<file path="src/rtl/data_io_wide.sv">
// Download receiver for the io-controller SPI file-transfer stream: oversamples SPI,
// packs payload bytes into DATA_W-bit words and queues them for a stallable RAM write port.
module data_io_wide #(
  parameter int ADDR_W     = 25,
  parameter int DATA_W     = 8,
  parameter int FIFO_DEPTH = 4,
  parameter int INDEX_W    = 5
) (
  input  logic                  clk,
  input  logic                  reset_n,
  input  logic                  sck,
  input  logic                  ss,
  input  logic                  sdi,
  output logic                  downloading,
  output logic [INDEX_W-1:0]    index,
  output logic [ADDR_W-1:0]     file_size,
  output logic                  overflow,
  output logic                  wr_req,
  input  logic                  wr_ack,
  output logic [ADDR_W-1:0]     addr,
  output logic [DATA_W-1:0]     data,
  output logic [DATA_W/8-1:0]   wr_be
);

  localparam int BE_W  = DATA_W / 8;
  localparam int PTR_W = $clog2(FIFO_DEPTH);
  localparam int CNT_W = PTR_W + 1;

  localparam logic [7:0] CMD_FILE_TX     = 8'h53;
  localparam logic [7:0] CMD_FILE_TX_DAT = 8'h54;
  localparam logic [7:0] CMD_FILE_INDEX  = 8'h55;

  logic [1:0] sck_sync, ss_sync, sdi_sync;
  logic       sck_prev;
  logic       sck_rise;

  logic [2:0] bit_cnt;
  logic [6:0] shift;
  logic [7:0] rx_byte;
  logic       byte_valid;
  logic       is_cmd;
  logic [7:0] cmd;

  logic is_payload, start_cmd, end_cmd, dat_cmd, idx_cmd;

  logic              push_req;
  logic [DATA_W-1:0] push_data;
  logic [BE_W-1:0]   push_be;
  logic [1:0]        push_bytes;
  logic              half_valid;

  logic [DATA_W-1:0] mem_data [FIFO_DEPTH];
  logic [ADDR_W-1:0] mem_addr [FIFO_DEPTH];
  logic [BE_W-1:0]   mem_be   [FIFO_DEPTH];
  logic [PTR_W-1:0]  wr_idx, rd_idx;
  logic [CNT_W-1:0]  count, count_next;
  logic              pop, do_push, fifo_full;

  logic [ADDR_W-1:0] wptr;
  logic [ADDR_W:0]   fs_sum;
  logic              end_pending;

  assign sck_rise = sck_sync[1] & ~sck_prev;

  always_ff @(posedge clk or negedge reset_n) begin
    if (!reset_n) begin
      sck_sync <= '0;
      ss_sync  <= 2'b11;
      sdi_sync <= '0;
      sck_prev <= 1'b0;
    end else begin
      sck_sync <= {sck_sync[0], sck};
      ss_sync  <= {ss_sync[0], ss};
      sdi_sync <= {sdi_sync[0], sdi};
      sck_prev <= sck_sync[1];
    end
  end

  // Bit assembly; ss high abandons any partial byte and re-arms command decode.
  always_ff @(posedge clk or negedge reset_n) begin
    if (!reset_n) begin
      bit_cnt    <= '0;
      shift      <= '0;
      rx_byte    <= '0;
      byte_valid <= 1'b0;
      is_cmd     <= 1'b1;
      cmd        <= '0;
    end else begin
      byte_valid <= 1'b0;
      if (ss_sync[1]) begin
        bit_cnt <= '0;
      end else if (sck_rise) begin
        shift   <= {shift[5:0], sdi_sync[1]};
        bit_cnt <= bit_cnt + 3'd1;
        if (bit_cnt == 3'd7) begin
          rx_byte    <= {shift, sdi_sync[1]};
          byte_valid <= 1'b1;
        end
      end
      if (ss_sync[1]) begin
        is_cmd <= 1'b1;
      end else if (byte_valid && is_cmd) begin
        is_cmd <= 1'b0;
      end
      if (byte_valid && is_cmd) begin
        cmd <= rx_byte;
      end
    end
  end

  assign is_payload = byte_valid && !is_cmd;
  assign start_cmd  = is_payload && (cmd == CMD_FILE_TX) && rx_byte[0];
  assign end_cmd    = is_payload && (cmd == CMD_FILE_TX) && !rx_byte[0];
  assign dat_cmd    = is_payload && (cmd == CMD_FILE_TX_DAT) && downloading;
  assign idx_cmd    = is_payload && (cmd == CMD_FILE_INDEX);

  generate
    if (DATA_W == 8) begin : g_w8
      assign half_valid = 1'b0;
      always_comb begin
        push_req   = dat_cmd;
        push_data  = DATA_W'(rx_byte);
        push_be    = BE_W'(1);
        push_bytes = 2'd1;
      end
    end else begin : g_w16
      logic [7:0] half_byte;
      logic       half_q;

      // The low byte waits here, across frames, until its partner byte or an end command.
      always_ff @(posedge clk or negedge reset_n) begin
        if (!reset_n) begin
          half_q    <= 1'b0;
          half_byte <= '0;
        end else if (start_cmd || end_cmd) begin
          half_q <= 1'b0;
        end else if (dat_cmd) begin
          if (!half_q) begin
            half_byte <= rx_byte;
            half_q    <= 1'b1;
          end else begin
            half_q <= 1'b0;
          end
        end
      end

      assign half_valid = half_q;

      always_comb begin
        push_req   = 1'b0;
        push_data  = '0;
        push_be    = '0;
        push_bytes = 2'd0;
        if (dat_cmd && half_q) begin
          push_req   = 1'b1;
          push_data  = DATA_W'({rx_byte, half_byte});
          push_be    = BE_W'(2'b11);
          push_bytes = 2'd2;
        end else if (end_cmd && half_q) begin
          push_req   = 1'b1;
          push_data  = DATA_W'({8'h00, half_byte});
          push_be    = BE_W'(2'b01);
          push_bytes = 2'd1;
        end
      end
    end
  endgenerate

  assign wr_req    = (count != '0);
  assign pop       = wr_req && wr_ack;
  assign fifo_full = (count == CNT_W'(FIFO_DEPTH));
  assign do_push   = push_req && (!fifo_full || pop);

  always_comb begin
    count_next = count;
    if (start_cmd) begin
      count_next = '0;
    end else begin
      count_next = count + CNT_W'(do_push) - CNT_W'(pop);
    end
  end

  always_ff @(posedge clk) begin
    if (do_push) begin
      mem_data[wr_idx] <= push_data;
      mem_addr[wr_idx] <= wptr;
      mem_be[wr_idx]   <= push_be;
    end
  end

  // A start command flushes the queue outright, even with a write in flight.
  always_ff @(posedge clk or negedge reset_n) begin
    if (!reset_n) begin
      wr_idx <= '0;
      rd_idx <= '0;
      count  <= '0;
    end else begin
      count <= count_next;
      if (start_cmd) begin
        wr_idx <= '0;
        rd_idx <= '0;
      end else begin
        if (do_push) wr_idx <= wr_idx + PTR_W'(1);
        if (pop)     rd_idx <= rd_idx + PTR_W'(1);
      end
    end
  end

  assign fs_sum = {1'b0, file_size} + (ADDR_W + 1)'(push_bytes);

  always_ff @(posedge clk or negedge reset_n) begin
    if (!reset_n) begin
      wptr        <= '0;
      file_size   <= '0;
      overflow    <= 1'b0;
      downloading <= 1'b0;
      end_pending <= 1'b0;
      index       <= '0;
    end else begin
      if (start_cmd) begin
        wptr      <= '0;
        file_size <= '0;
        overflow  <= 1'b0;
      end else if (do_push) begin
        wptr      <= wptr + ADDR_W'(BE_W);
        file_size <= fs_sum[ADDR_W] ? '1 : fs_sum[ADDR_W-1:0];
      end else if (push_req) begin
        overflow <= 1'b1;
      end

      // Downloading stays up after the end command until the queue has fully drained.
      if (start_cmd) begin
        downloading <= 1'b1;
        end_pending <= 1'b0;
      end else if ((end_cmd || (end_pending && !half_valid && !dat_cmd)) && count_next == '0) begin
        downloading <= 1'b0;
        end_pending <= 1'b0;
      end else if (end_cmd) begin
        end_pending <= 1'b1;
      end

      if (idx_cmd) begin
        index <= rx_byte[INDEX_W-1:0];
      end
    end
  end

  assign addr  = wr_req ? mem_addr[rd_idx] : '0;
  assign data  = wr_req ? mem_data[rd_idx] : '0;
  assign wr_be = wr_req ? mem_be[rd_idx]   : '0;

endmodule

</file>
<file path="config.mk">
export PLATFORM = sky130hd
export DESIGN_NAME = data_io_wide
export DESIGN_NICKNAME = d
export VERILOG_FILES = /design/src/rtl/data_io_wide.sv
export SDC_FILE = /design/constraint.sdc
export NUM_CORES = 1
export LEC_CHECK = 0
export BUFFER_PORTS_ARGS = -buffer_cell sky130_fd_sc_hd__buf_2
export CAP_MARGIN = 0
export CORE_UTILIZATION = 60
export CTS_BUF_LIST = sky130_fd_sc_hd__clkbuf_2
export DETAILED_ROUTE_END_ITERATION = 10
export PLACE_DENSITY = 0.83
export SETUP_SLACK_MARGIN = 0.5
export SKIP_CTS_REPAIR_TIMING = 1
export SYNTH_ARGS = -nofsm -noshare
export SYNTH_HDL_FRONTEND = slang
export SYNTH_SLANG_ARGS = --single-unit
</file>
<file path="constraint.sdc">
create_clock -name clk -period 8 [get_ports clk]
set_input_delay 0.8 -clock clk [delete_from_list [all_inputs] [get_ports clk]]
set_output_delay 0.8 -clock clk [all_outputs]
set_load 0.02 [all_outputs]
</file>
## Word-level counts from Yosys, hierarchy flattened

Memory sizes are Yosys's and may differ from the RTL's.
Cells that the tools add are included.

| operators by class | value |
|---|---|
| $add $sub $neg | 7 |
| div/mod/pow operators | 0 |
| equality and inequality tests | 6 |
| $mul | 0 |
| magnitude comparators | 0 |
| mux-type cells | 30 |
| bitwise logic cells | 3 |
| reduce and logical (&&, ||, !) cells | 30 |
| shift-type cells | 0 |

Operator list:

| kind | count |
|---|---|
| 25-bit 2-to-1 mux | 6 |
| 25-bit by 1-bit adder with 26-bit output, second input constant | 1 |
| 25-bit by 1-bit adder with 25-bit output, second input constant | 1 |
| 8-bit by 7-bit equality test with 1-bit output, second input constant | 3 |
| 1-bit 2-to-1 mux | 16 |
| 1-bit logical AND | 12 |
| 2-bit nonzero test | 6 |
| 3-bit 2-to-1 mux | 3 |
| 2-bit 2-to-1 mux | 4 |
| 8-bit 2-to-1 mux | 1 |
| 3-bit equality test, second input constant | 2 |
| 3-bit nonzero test | 2 |
| 2-bit by 1-bit adder with 2-bit output, second input constant | 2 |
| 1-bit zero test | 4 |
| 2-bit AND reduction | 2 |
| 3-bit by 1-bit adder with 3-bit output | 1 |
| 3-bit by 1-bit adder with 3-bit output, second input constant | 1 |
| 3-bit zero test | 1 |
| 3-bit AND reduction | 1 |
| 3-bit by 1-bit subtractor with 3-bit output | 1 |
| 1-bit logical OR | 2 |
| 2-bit inequality test, second input constant | 1 |
| 1-bit inverter | 2 |
| 1-bit AND | 1 |

| storage, ports and cells | value |
|---|---|
| bits of input ports | 6 |
| bits in writable memories | 132 |
| word-level logic and storage cells | 97 |
| latch bits | 0 |
| memories kept | 2 |
| bits in read-only memories | 0 |
| bits in registers | 100 |

Memories:

| name | depth | bits a word | read ports | clocked after memory_dff | wr ports | line | source |
|---|---|---|---|---|---|---|---|
| mem_addr | 4 | 25 | 1 | 0 | 1 | 53 | `logic [ADDR_W-1:0] mem_addr [FIFO_DEPTH];` |
| mem_data | 4 | 8 | 1 | 0 | 1 | 52 | `logic [DATA_W-1:0] mem_data [FIFO_DEPTH];` |

## Logic depth before layout (Yosys ltp)

| depth | value |
|---|---|
| word-level depth | 12 |
| mapped depth | 16 |

## Least setup slack after synthesis

OpenSTA, ideal clock, no wires.

| timing path | value |
|---|---|
| path kind | input to register |
| from | in wr_ack |
| to | reg downloading |
| setup slack | 4253 ps |
| setup time | 118 ps |
| cell stages on the path | 16 |
| arrival | 3629 ps |
| data required time | 7882 ps |
| path buffers | 3 |
| cells stage by stage | nor4b_1 nor4_4 inv_2 buf_2 buf_2 buf_2 ha_1 inv_1 ha_1 inv_1 fa_1 xor2_1 xnor2_1 nand3b_1 o21bai_1 a21o_1 |

| between the ends | value |
|---|---|
| word-level cells in the longest chain between the ends | 9 |

RTL lines:

| item | line | source |
|---|---|---|
| start, declared | 19 | `input logic wr_ack,` |
| 1-bit logical AND (*) | 170 | `assign pop = wr_req && wr_ack;` |
| 1-bit logical OR | 172 | `assign do_push = push_req && (!fifo_full \|\| pop);` |
| 1-bit logical AND | 172 |  |
| 3-bit by 1-bit adder with 3-bit output | 179 | `count_next = count + CNT_W'(do_push) - CNT_W'(pop);` |
| 3-bit by 1-bit subtractor with 3-bit output (*) | 179 |  |
| 3-bit 2-to-1 mux (*) | 176 | `if (start_cmd) begin` |
| 3-bit zero test (*) | 235 | `end else if ((end_cmd \|\| (end_pending && !half_valid && !dat_cmd)) && count_next == '0) begin` |
| 1-bit logical AND (*) | 235 |  |
| 2-bit nonzero test (no source line) (*) | -- |  |
| end signal, assigned | 216 | `downloading <= 1'b0;` |
| end signal, assigned | 233 | `downloading <= 1'b1;` |
| end signal, assigned | 236 | `downloading <= 1'b0;` |
| end, declared | 14 | `output logic downloading,` |

Every way passes the cells marked *; elsewhere a longest branch is shown, timed or not.
A chain may end at the register's enable or synchronous reset.

## Worst setup path in the final report

| timing path | value |
|---|---|
| from | reg count[1] |
| to | reg downloading |

| between the ends | value |
|---|---|
| word-level cells in the longest chain between the ends | 10 |
| elaborated cells between the ends (all ways) | 12 |
| those cells by class | add/sub: 2; eq/ne: 1; mux: 1; reduce/logical: 8 |

RTL lines:

| item | line | source |
|---|---|---|
| start, declared | 56 | `logic [CNT_W-1:0] count, count_next;` |
| start signal, assigned | 198 | `count <= count_next;` |
| 3-bit equality test or 3-bit nonzero test (tied branches) | 171, 169 |  |
| 1-bit zero test or 1-bit logical AND (tied branches) | 172, 170 |  |
| 1-bit logical OR | 172 |  |
| 1-bit logical AND | 172 |  |
| 3-bit by 1-bit adder with 3-bit output | 179 |  |
| 3-bit by 1-bit subtractor with 3-bit output (*) | 179 |  |
| 3-bit 2-to-1 mux (*) | 176 |  |
| 3-bit zero test (*) | 235 |  |
| 1-bit logical AND (*) | 235 |  |
| 2-bit nonzero test (no source line) (*) | -- |  |

Marked as above.

==> metrics <==
CTS tree yes; hold_ws 0.0940 ns; Clock Path Buffers 3; Fill cells 1121; Die Height 130 um; die width 130 um; largest family of logic cells by synthesized area simple AND/OR/NAND/NOR gates; post-DP HPWL approximately 12000 um; synthesized cell area 9800 um^2; Antenna Nets Post-Route 0; Worst Min Path Start sdi; Final Max Slew Viols 0; Crit. End Element flip-flop; Setup CP Type flip-flop to flip-flop; syn_nets 696; Finished Core Util 68.4%; Yosys reg bits 232; Final period util 48.1%; most common flop cell mapped by yosys edfxtp_1; GRT Total Usage 23.9%; I/O pin count 73; layout cells sized above 1 29.0%; drt wl/cell 18.2 um; clock latency on the worst-skew pair between 0.8 and 0.9 ns; Syn Inst Count 679; Compound-Gate Fraction of Synth Area about 3.5%; antenna cells 0; commonest non-fill, non-tap cell in the layout edfxtp_1; setup TNS 0 ns; WP data arrival 4.56 ns; gp weighted congestion 0.873; first-pass GRT wire length 30400 um; sequential power share 62.3%; dpl ws approximately 3.7 ns; Die ar. 16800 um^2; Leak ~4.5 nW; reg2reg start count[1]; Clk pin slew, worst setup/hold paths 0.11 ns; min-delay worst type input port to flip-flop; Synth Warn # 0; vias post-DR 6099; post-synthesis sequential area ratio 66.0%; outcome finished, final reports clean; PnR worst setup slack around 4.2 ns; crit start category flip-flop; PD cells approximately 190 nW/um^2; final hold violation count 0; initial core utilization 61.7%; Slew HR ~29%; TritonCTS Buffers 55; number of flops mapped to enable cells by yosys 132; most frequent cells in the layout edfxtp_1 (132), dfrtp_1 (95), clkbuf_2 (76); detailed-route wire length between 15000 and 20000 um; Post-Synth Adder-Cell Area 1.48%; vias per inst 5.86; Synth Area in XOR/XNOR 2.41%; vias in the first global route 6167; Post-Synth Simple-Gate Area 13.2%; multiplexer area fraction after synthesis 11.2%; port bufs 72; RSZ-0062 raised after global routing no; Pre-antenna DRT Iters 5; Highest Clock Rate 0.260 GHz; H-tree depth 2; 1st-iter DRT viols 374; peak supply drop 0.236 mV; clock power share 36.3%; DRC 0; Mapped Avg Cell Area roughly 14 um^2; number of setup violations in the final report 0; clock skew 0.0610 ns; Final #Nets roughly 800; initial antenna violation count 0; largest net degree at the start of global routing 55; Period minus WS final just under 4 ns; Yosys cell types 53; sw frac 23.3%; Worst Setup SP count[1]; Area Overhead vs Synth 10.9%; Logic pwr share 1.4%; Tightest Pin Transition 1.07 ns; Core Area 15900 um^2; Overflow after GRT 0; clock sinks 232; Max Cap Viol 0; CTS root buffer clkbuf_2; CP Data Required Time approximately 8.7 ns; Pint 0.00158 W; ys async rst share a little over two fifths; largest fanout on the critical path 44; Net Sw Power around 0.00048 W; Rows between 40 and 50
-- synth_stat cells (all sizes together), types with 5 or more instances --
cell / instances / area, um^2
mux2: 28 / 315
o21ai: 18 / 90.1
buf: 12 / 60.1
nor3: 24 / 125
dfrtp: 97 / 2430
xnor2: 9 / 78.8
edfxtp: 132 / 3960
nand4: 26 / 163
inv: 16 / 60.1
ha: 10 / 125
and2: 43 / 269
nand3: 19 / 95.1
a21oi: 15 / 75.1
and4: 10 / 87.6
mux4: 33 / 743
nand2: 31 / 116
clkbuf: 25 / 93.8
xor2: 18 / 158
nor4: 10 / 83.8
and3: 5 / 31.3
nor2: 48 / 180
-- worst paths after layout --
path / endpoint / slack (ns) / cells after the start
max in group asynchronous: wptr[7] / 6.34 / 3
hold / removal: sdi_sync[0] / 0.09 / 1
hold reg to reg: sck_sync[1] / 0.35 / 0
setup / recovery: downloading / 4.15 / 14
min in group asynchronous: cmd[5] / 0.55 / 2
setup reg to reg: downloading / 4.15 / 14
-- logic make-up after synthesis --
kind of cell | after synthesis
AND/OR/NAND/NOR | 234
adder cells (fa/ha/maj) | 11
flip-flops | 232
multiplexers | 65
buffers and inverters | 53
AO/OA/AOI/OAI | 57
XOR/XNOR | 27
-- layer usage --
layer	GRT usage, %	part of all wire [%]	vias to the layer above
met5	0	0	-
met4	10.1	2.0	0
met3	5.08	7.0	33
met2	40.5	52	257
met1	30.1	39	3018
li1	-	-	2791
-- flip-flops by register name, indices dropped and copies added, names as in the netlist --
| register | count |
|---|---|
| sck_sync | 2 |
| sdi_sync | 2 |
| wr_idx | 2 |
| mem_data | 32 |
| rd_idx | 2 |
| wptr | 25 |
| byte_valid | 1 |
| mem_addr | 100 |
| index | 5 |
| push_data | 8 |
| end_pending | 1 |
| bit_cnt | 3 |
| is_cmd | 1 |
| overflow | 1 |
| shift | 7 |
| ss_sync | 2 |
| downloading | 1 |
| count | 3 |
| file_size | 25 |
| cmd | 8 |
| sck_prev | 1 |
-- area by class of cell --
type	instances	area, um^2	share of cell area, %
timing repair buffer	82	443	4.08
tap	216	270	2.49
clock inverter	24	129	1.19
multi-input combinational	394	3110	28.7
sequential	232	6470	59.5
clock buffer	76	380	3.50
inverter	16	60.1	0.553
-- stage by stage --
| stage | total power, W | instances | cell area [um^2] |
|---|---|---|---|
| 3_3_place_gp | 0.00133 | 938 | 10300 |
| 4_1_cts | 0.00208 | 1038 | 10800 |
| 6_report | 0.00206 | 1040 | 10900 |
| 2_1_floorplan | 0.00132 | 679 | 9800 |
| 3_5_place_dp | 0.00134 | 938 | 10300 |
| 5_1_grt | 0.00215 | 1040 | 10900 |
-- power by group through the flow --
stage | sequential [W] | combinational, W | clock, W
CTS | 0.00128 | 0.0000300 | 0.000768
detailed placement | 0.00131 | 0.0000301 | 0
global placement | 0.00131 | 0.0000274 | 0
floorplan | 0.00130 | 0.0000155 | 0
finish | 0.00128 | 0.0000295 | 0.000747
global route | 0.00128 | 0.0000327 | 0.000829
-- worst max-delay path, stage by stage, from the launching register on --
cell,delay [ns]
dfrtp_1,0.44
nor4b_1,0.68
nor4_4,0.08
buf_4,0.29
inv_2,0.44
ha_1,0.33
inv_1,0.06
ha_1,0.13
inv_1,0.05
fa_1,0.38
xor2_1,0.16
xnor2_1,0.18
nand3b_1,0.13
o21bai_1,0.18
a21o_1,0.21
Power figures use the tool's default switching activity.
